<file path="src/rtl/spi_speed_controller.sv">
// -----------------------------------------------------------------------------
// spi_speed_controller
//
// Takes 4-bit speed commands from the SPI slave receiver, ramps the applied
// speed toward the commanded target one LSB every RAMP_DIV cycles, and drives
// the motor PWM. A watchdog forces a safe ramp-down to zero when no command
// arrives for TIMEOUT_CYCLES. It also supplies the byte the SPI slave returns
// on MISO: 8'hA5 normally and 8'h5A while the watchdog fault is active.
//
// Ports:
//   clk          system clock
//   reset        asynchronous, active-high reset
//   cmd_data     4-bit speed command (from spi_data_out)
//   cmd_valid    one-cycle command strobe (from spi_data_valid_out)
//   enable       motor enable; 0 stops the motor on the next edge
//   speed_target registered commanded speed
//   speed_cur    registered applied (ramped) speed
//   pwm_out      registered PWM drive, duty = speed_cur/15
//   busy         1 while ramping up or down (not while ramping in FAULT)
//   timeout_flag watchdog fault active
//   ack_byte     byte for the SPI slave MISO shift register
// -----------------------------------------------------------------------------
module spi_speed_controller #(
  parameter int RAMP_DIV       = 1000,
  parameter int TIMEOUT_CYCLES = 50_000_000,
  parameter int PWM_DIV        = 16
) (
  input  logic       clk,
  input  logic       reset,
  input  logic [3:0] cmd_data,
  input  logic       cmd_valid,
  input  logic       enable,
  output logic [3:0] speed_target,
  output logic [3:0] speed_cur,
  output logic       pwm_out,
  output logic       busy,
  output logic       timeout_flag,
  output logic [7:0] ack_byte
);

  localparam int RW = $clog2(RAMP_DIV);
  localparam int WW = $clog2(TIMEOUT_CYCLES);
  localparam int PW = (PWM_DIV > 1) ? $clog2(PWM_DIV) : 1;

  localparam logic [RW-1:0] RAMP_LAST  = RW'(RAMP_DIV - 1);
  localparam logic [WW-1:0] WD_LAST    = WW'(TIMEOUT_CYCLES - 1);
  localparam logic [WW-1:0] WD_PRE     = WW'(TIMEOUT_CYCLES - 2);
  localparam logic [PW-1:0] PRESC_LAST = PW'(PWM_DIV - 1);
  localparam logic [3:0]    PWM_LAST   = 4'd14;

  localparam logic [7:0] ACK_OK    = 8'hA5;
  localparam logic [7:0] ACK_FAULT = 8'h5A;

  typedef enum logic [1:0] {IDLE, RAMP_UP, RAMP_DOWN, FAULT} state_t;

  state_t        state;
  logic [RW-1:0] ramp_cnt;
  logic [WW-1:0] wd_cnt;
  logic [PW-1:0] presc_cnt;
  logic [3:0]    pwm_cnt;

  logic cmd_accept;
  logic ramp_tick;
  logic wd_expire;

  function automatic logic [3:0] sat_inc(input logic [3:0] v);
    return (v == 4'd15) ? v : v + 4'd1;
  endfunction

  function automatic logic [3:0] sat_dec(input logic [3:0] v);
    return (v == 4'd0) ? v : v - 4'd1;
  endfunction

  assign cmd_accept = cmd_valid && enable;
  assign ramp_tick  = (ramp_cnt == RAMP_LAST);
  // Expiry is the cycle in which the counter would reach TIMEOUT_CYCLES-1;
  // an accepted command in that same cycle suppresses it.
  assign wd_expire  = enable && !cmd_accept && (wd_cnt == WD_PRE);

  // Control FSM: ramp sequencing, command capture and watchdog.
  always_ff @(posedge clk or posedge reset) begin
    if (reset) begin
      state        <= IDLE;
      speed_target <= 4'd0;
      speed_cur    <= 4'd0;
      ramp_cnt     <= '0;
      wd_cnt       <= '0;
      timeout_flag <= 1'b0;
      busy         <= 1'b0;
    end else if (!enable) begin
      state        <= IDLE;
      speed_target <= 4'd0;
      speed_cur    <= 4'd0;
      ramp_cnt     <= '0;
      wd_cnt       <= '0;
      timeout_flag <= 1'b0;
      busy         <= 1'b0;
    end else begin
      // Direction is judged against the registered target, so a command
      // landing on a ramp tick steps toward the previous target first.
      case (state)
        IDLE: begin
          if (speed_target > speed_cur) begin
            state    <= RAMP_UP;
            busy     <= 1'b1;
            ramp_cnt <= '0;
          end else if (speed_target < speed_cur) begin
            state    <= RAMP_DOWN;
            busy     <= 1'b1;
            ramp_cnt <= '0;
          end
        end
        RAMP_UP: begin
          if (speed_target > speed_cur) begin
            if (ramp_tick) begin
              speed_cur <= sat_inc(speed_cur);
              ramp_cnt  <= '0;
            end else begin
              ramp_cnt <= ramp_cnt + 1'b1;
            end
          end else if (speed_target < speed_cur) begin
            state    <= RAMP_DOWN;
            ramp_cnt <= '0;
          end else begin
            state <= IDLE;
            busy  <= 1'b0;
          end
        end
        RAMP_DOWN: begin
          if (speed_target < speed_cur) begin
            if (ramp_tick) begin
              speed_cur <= sat_dec(speed_cur);
              ramp_cnt  <= '0;
            end else begin
              ramp_cnt <= ramp_cnt + 1'b1;
            end
          end else if (speed_target > speed_cur) begin
            state    <= RAMP_UP;
            ramp_cnt <= '0;
          end else begin
            state <= IDLE;
            busy  <= 1'b0;
          end
        end
        FAULT: begin
          // Safe stop: ramp down and park at zero until a command arrives.
          if (speed_cur != 4'd0) begin
            if (ramp_tick) begin
              speed_cur <= sat_dec(speed_cur);
              ramp_cnt  <= '0;
            end else begin
              ramp_cnt <= ramp_cnt + 1'b1;
            end
          end
        end
        default: begin
          state <= IDLE;
          busy  <= 1'b0;
        end
      endcase

      if (cmd_accept) begin
        speed_target <= cmd_data;
        wd_cnt       <= '0;
        timeout_flag <= 1'b0;
        if (state == FAULT) begin
          ramp_cnt <= '0;
          if (cmd_data == 4'd0) begin
            state <= IDLE;
            busy  <= 1'b0;
          end else begin
            state <= RAMP_UP;
            busy  <= 1'b1;
          end
        end
      end else if (wd_expire) begin
        timeout_flag <= 1'b1;
        speed_target <= 4'd0;
        state        <= FAULT;
        busy         <= 1'b0;
        ramp_cnt     <= '0;
        wd_cnt       <= WD_LAST;
      end else if (wd_cnt != WD_LAST) begin
        wd_cnt <= wd_cnt + 1'b1;
      end
    end
  end

  // PWM generation and MISO acknowledge byte.
  always_ff @(posedge clk or posedge reset) begin
    if (reset) begin
      presc_cnt <= '0;
      pwm_cnt   <= 4'd0;
      pwm_out   <= 1'b0;
      ack_byte  <= ACK_OK;
    end else begin
      if (presc_cnt == PRESC_LAST) begin
        presc_cnt <= '0;
        pwm_cnt   <= (pwm_cnt == PWM_LAST) ? 4'd0 : pwm_cnt + 4'd1;
      end else begin
        presc_cnt <= presc_cnt + 1'b1;
      end
      // Counter spans 0..14, so speed 15 yields a constant high output.
      pwm_out  <= enable && (pwm_cnt < speed_cur);
      ack_byte <= timeout_flag ? ACK_FAULT : ACK_OK;
    end
  end

endmodule

</file>
<file path="config.mk">
export PLATFORM = sky130hd
export DESIGN_NAME = spi_speed_controller
export DESIGN_NICKNAME = d
export VERILOG_FILES = /design/src/rtl/spi_speed_controller.sv
export SDC_FILE = /design/constraint.sdc
export NUM_CORES = 1
export LEC_CHECK = 0
export CAP_MARGIN = 20
export CELL_PAD_IN_SITES_DETAIL_PLACEMENT = 2
export CELL_PAD_IN_SITES_GLOBAL_PLACEMENT = 2
export CORE_MARGIN = 5
export CORE_UTILIZATION = 30
export DETAILED_ROUTE_END_ITERATION = 12
export PLACE_DENSITY_LB_ADDON = 0.1
export SYNTH_ARGS = -nofsm -noshare
export SYNTH_HDL_FRONTEND = slang
export SYNTH_SLANG_ARGS = --single-unit
</file>
<file path="constraint.sdc">
create_clock -name clk -period 2.7 [get_ports clk]
set_input_delay 0.54 -clock clk [delete_from_list [all_inputs] [get_ports clk]]
set_output_delay 0.54 -clock clk [all_outputs]
set_load 0.01 [all_outputs]
</file>
* Yosys cells after proc, flatten, opt, wreduce, memory -nomap -nowiden *
Cells that the tools add are included.

storage, ports and cells
  register bits = 65
  input bits = 8
  output and inout port bits = 19
  word-level logic and storage cells = 105

cells by class
  add/sub/neg operators = 6
  $lt $le $gt $ge = 3
  equality and inequality tests = 17
  mux-type cells = 58
  reductions and logical operators = 10

operators with widths
  operator                                       number
  two-way mux 10 bit                             11
  two-way mux 26 bit                             4
  two-way mux 4 bit                              13
  case mux 10 bit (4 select lines)               1
  adder 26 x 1 -> 26 bit, second input constant  1
  equality test 26 bit, second input constant    1
  != test 26 bit, second input constant          1
  two-way mux 2 bit                              9
  two-way mux 1 bit                              16
  != test 3 bit, second input constant           5
  adder 4 x 1 -> 4 bit, second input constant    3
  equality test 4 bit, second input constant     3
  case mux 4 bit (3 select lines)                1
  adder 10 x 1 -> 10 bit, second input constant  1
  equality test 10 bit, second input constant    1
  logical NOT 4 bit                              2
  < comparator 4 bit                             2
  two-way mux 8 bit                              1
  != test 4 x 1 -> 1 bit, second input constant  2
  case mux 2 bit (3 select lines)                1
  AND reduction 6 bit                            1
  equality test 2 bit, second input constant     2
  greater-than comparator 4 bit                  1
  logical AND 1 bit                              4
  other kinds (7)                                7

* Longest topological paths before layout *
Gate-level depths: netlist (run 1).

  depth after elaboration = 7
  mapped depth = 9
  depth with buffers taken out = 9

* Least setup slack after synthesis (run 1) *
OpenSTA, ideal clock, no wires.

  path type = register -> register
  start point = register speed_cur[1]
  end point = register ramp_cnt[5]
  library setup time = 0.078 ns
  data arrival time = 2.138 ns
  required time = 2.622 ns
  setup slack = 0.484 ns
  stages on the path, launching flop included = 9
  buffers on the path = 0
  clock period less this slack = 2.216 ns
  cell sequence = dfrtp_1 inv_1 ha_1 nor2b_1 o211a_1 o32a_1 a21oi_1 o21ai_0 a21oi_1

on the way
  word-level cells in the longest chain between the ends = 7
  elaborated cells between the ends (all ways) = 14
  classes of those cells = 2 x order compare; 11 x mux; 1 x reduce/logical

RTL lines
  element                                                                     RTL line       source
  start: declaration                                                          34             output logic [3:0] speed_cur,
  start signal: assignment                                                    116            speed_cur <= sat_inc(speed_cur);
  start signal: assignment                                                    132            speed_cur <= sat_dec(speed_cur);
  start signal: assignment                                                    149            speed_cur <= sat_dec(speed_cur);
  greater-than comparator 4 bit / < comparator 4 bit (equally long branches)  n/a
  two-way mux 10 bit (on tied branches)                                       137, 107, 121
  two-way mux 10 bit (on tied branches)                                       130, 103, 114
  case mux 10 bit (4 select lines) *                                          101            case (state)
  two-way mux 10 bit (on tied branches)                                       176, 166
  two-way mux 10 bit *                                                        162            if (cmd_accept) begin
  two-way mux 10 bit *                                                        90             end else if (!enable) begin
  end signal: assignment                                                      119            ramp_cnt <= ramp_cnt + 1'b1;
  end signal: assignment                                                      135            ramp_cnt <= ramp_cnt + 1'b1;
  end signal: assignment                                                      152            ramp_cnt <= ramp_cnt + 1'b1;
  end: declaration                                                            57             logic [RW-1:0] ramp_cnt;

Every way passes the cells marked *; elsewhere a longest branch is shown, timed or not.
A chain may end at the register's enable or synchronous reset.

* Final worst setup path (run 1) *
  start point = register speed_cur[1]
  end point = register speed_cur[3]

on the way
  word-level cells in the longest chain between the ends = 6
  elaborated cells between the ends (all ways) = 21
  classes of those cells = 2 x add/sub; 2 x order compare; 5 x eq/ne; 9 x mux; 3 x reduce/logical

RTL lines
  element                                            RTL line       source
  subtractor 4 x 1 -> 4 bit (tied with other cells)  71             return (v == 4'd0) ? v : v - 4'd1;
  two-way mux 4 bit (on tied branches)               71, 67
  two-way mux 4 bit (on tied branches)               131, 148, 115
  two-way mux 4 bit (on tied branches)               147, 114, 130
  case mux 4 bit (3 select lines)                    101
  two-way mux 4 bit                                  90

Parallel ways exist; a longest one is shown, timed or not. The select of a mux whose other input is x is not followed.

==> results of run 1 <==
==> critical path, delay by kind of cell, from the launching register on <==
kind | cells | cell delay, ps
simple gates | 2 | 580
buf+inv | 1 | 120
compound gates | 4 | 960
flops | 1 | 410
fa+ha+maj | 1 | 330
==> per-layer routing <==
layer	GRT usage	up-vias	share of wire
met3	0.0332	10	0.026
met1	0.197	1553	0.48
li1	-	1476	-
met5	0	-	0
met2	0.259	34	0.48
met4	0.0463	0	0.012
==> cell type report <==
| type | instances | area [um^2] |
|---|---|---|
| fill | 1308 | 7240 |
| multi-input combinational | 303 | 1940 |
| sequential | 59 | 1480 |
| timing repair buffer | 37 | 355 |
| clock buffer | 10 | 229 |
| tap | 143 | 179 |
| inverter | 16 | 60.1 |
| clock inverter | 6 | 41.3 |
==> flip-flops by register name, summed over array words and instances, names as in the netlist, 2 cells and up <==
register,cells
ramp_cnt,10
speed_target,4
presc_cnt,4
wd_cnt,26
pwm_cnt,4
ack_byte,2
speed_cur,4
state,2
==> power breakdown <==
group	internal [mW]	switching, mW	total (mW)
logic	0.452	0.626	1.08
registers	0.947	0.0833	1.03
clock network	0.620	0.438	1.06
total	2.02	1.15	3.17
==> kinds of logic after synthesis <==
| group | synth area share |
|---|---|
| adders and majority gates | 0.0654 |
| muxes | 0.00878 |
| xor gates and xnor gates | 0.0615 |
| and+or+nand+nor | 0.244 |
| buffers and inverters | 0.0436 |
| AOI/OAI and AO/OA | 0.162 |
| DFF | 0.415 |
==> through the flow <==
step	setup WS, ps	instances	utilization
after global placement	244	558	0.347
after detailed placement	196	558	0.347
after global routing	49.1	574	0.371
after CTS	86.5	574	0.371
after floorplan	484	395	-
final	216	574	0.371
==> layout by cell type, fill, tap and decap left out, types with 10 or more instances in the layout <==
master / netlist / final
and3_1: 11 / 11
o21ai_0: 24 / 24
inv_1: 16 / 15
xor2_1: 17 / 17
buf_4: 6 / 10
ha_1: 17 / 17
clkdlybuf4s50_1: 0 / 26
nand3_1: 24 / 24
nor2_1: 43 / 43
dfrtp_1: 58 / 58
a21oi_1: 22 / 20
nand2_1: 40 / 40
==> what timing repair did <==
item / CTS / global route
hold endpoints to repair: 0 / 0
endpoints found under the setup margin: 0 / 4
gates resized for setup: 0 / 2
==> path summary, 6_finish.rpt <==
check	start	end	slack [ps]	depth (start not counted)
min in group asynchronous	reset	speed_target[3]$_DFFE_PP0P_	480	2
max reg2reg	speed_cur[1]$_DFFE_PP0P_	speed_cur[3]$_DFFE_PP0P_	220	8
max in group asynchronous	reset	ack_byte[5]$_DFF_PP1_	1650	3
min reg2reg	timeout_flag$_DFFE_PP0P_	ack_byte[6]$_DFF_PP0_	400	0
max	speed_cur[1]$_DFFE_PP0P_	speed_cur[3]$_DFFE_PP0P_	220	8
min	timeout_flag$_DFFE_PP0P_	ack_byte[6]$_DFF_PP0_	400	0
==> reports/results.ini, run 1 <==
[synthesis]
synth_top_area_share=0.408
avgSynthCellArea_um2=9.01
synth_area_um2=3560
syn_inst=395
synth_top_area_cell=dfrtp_1
synth_most_common_cell=dfrtp_1
synth_common_cells=dfrtp_1 (58), nor2_1 (43), nand2_1 (40)
synth_warnings=0
synthArstFlopShare=1.00
synth_nets=421
yosys.cell_types.count=62
synth-edff-count=0
synth_area_leaders=dfrtp_1 (41%), ha_1 (6.0%), nor2_1 (4.5%)
ys_ff_latch=59
synthFlopType=dfrtp_1
ys_seq_area_frac=0.415

[power]
pwr_density_cell_nw_per_um2=740
p_total_mw=3.17
peakVddDrop_mv=0.292
p_leak_nw=1.74

[worst_setup_path]
worstSetupPathType=reg2reg
cp-start-kind=flop
crit_path_top_delay_cell=or3_1
max_stage_delay_ps=420
path_max_fanout=7
worstPathArrival_ps=2740
endpoint_kind=flop
required_ps=2950
cp_cell_sequence=inv_1 -> ha_1 -> nor2b_1 -> o211a_1 -> o21ai_0 -> o2111ai_2 -> or3_1 -> a21boi_1

[clock_tree]
cts_post_setup_buffers_inserted=0
clockBufferDepth=2
cts_root_buf=clkbuf_16
hold_buffers=0
cts_tree=yes
cts_buffers=9
cts_sinks=59
clkLatencyLatePin_ps=330
cts.clk_slew.worst_paths_ps=60
htreeDepth=3

[sta]
finalSetupTns_ps=0
timing.final.crit_period_ps=2480
worst_slew_pin_slew_ps=741
fin_crit_sh=0.920
setup_viol=0
finClkSkew_ps=5.02
max_clock_freq_ghz=0.403
max_slew_margin=0.501
final_max_slew_viol_count=0
rsz0062_at_grt=false
finalHoldViolations=0
hold-worst-slack_ps=398

[die]
rows=39
die_h_um=119
die_x_um=119
core_area_um2=11500
die_area_um2=14100
initial_core_util=0.309
io_pins=27

[global_routing]
grt_max_degree=36
grt_pass1_wl_um=17600
grt_overflow_total=0
grt_antenna_before_repair=0
track_usage=0.153
grt_pass1_vias=3432

[final_layout]
antenna_cells=0
drive_gt1_frac=0.0974
fin_nets=452
design_area_um2=4280
syn_to_final_growth_pct=20.1

[placement]
portBuffers=26
post-dp-hpwl_um=7540
dpl_cell_area_um2=4000
finalWeightedCongestion=0.750

[route]
vias=3073
ant_nets=0
finalWirelength_um=10300
drt_pass1_iterations=4
drt-initial-drc-count=102
vias_per_cell=5.35
drc_errors=0
wl_per_cell_um=17.9

[run]
maxCapViolations=0

[run_status]
outcome=completed

[min_path]
min_path_type=reg2reg

No activity file was read; power rests on OpenSTA's default activity.
==> inputs of run 2 (changes only) <==
==> constraint.sdc (replaced) <==
create_clock -name clk -period 2.7 [get_ports clk]
set_input_delay 0.54 -clock clk [delete_from_list [all_inputs] [get_ports clk]]
set_output_delay 0.54 -clock clk [all_outputs]
set_load 0.005 [all_outputs]
==> results of run 2 <==
The final DEF is identical to that of run 1. Status: completed.
Among the figures that moved: total power 3.17 mW -> 3.15 mW; worst IR drop on VDD 0.292 mV -> 0.291 mV
==> inputs of run 3 (changes only) <==
--- a/config.mk
+++ b/config.mk
@@ -12,6 +12,7 @@
 export CORE_UTILIZATION = 30
 export DETAILED_ROUTE_END_ITERATION = 12
 export PLACE_DENSITY_LB_ADDON = 0.1
+export SLEW_MARGIN = 25
 export SYNTH_ARGS = -nofsm -noshare
 export SYNTH_HDL_FRONTEND = slang
 export SYNTH_SLANG_ARGS = --single-unit
==> results of run 3 <==
The final DEF is identical to that of run 1. Status: completed.
Among the figures that moved: total power 3.17 mW -> 3.15 mW; worst IR drop on VDD 0.292 mV -> 0.291 mV
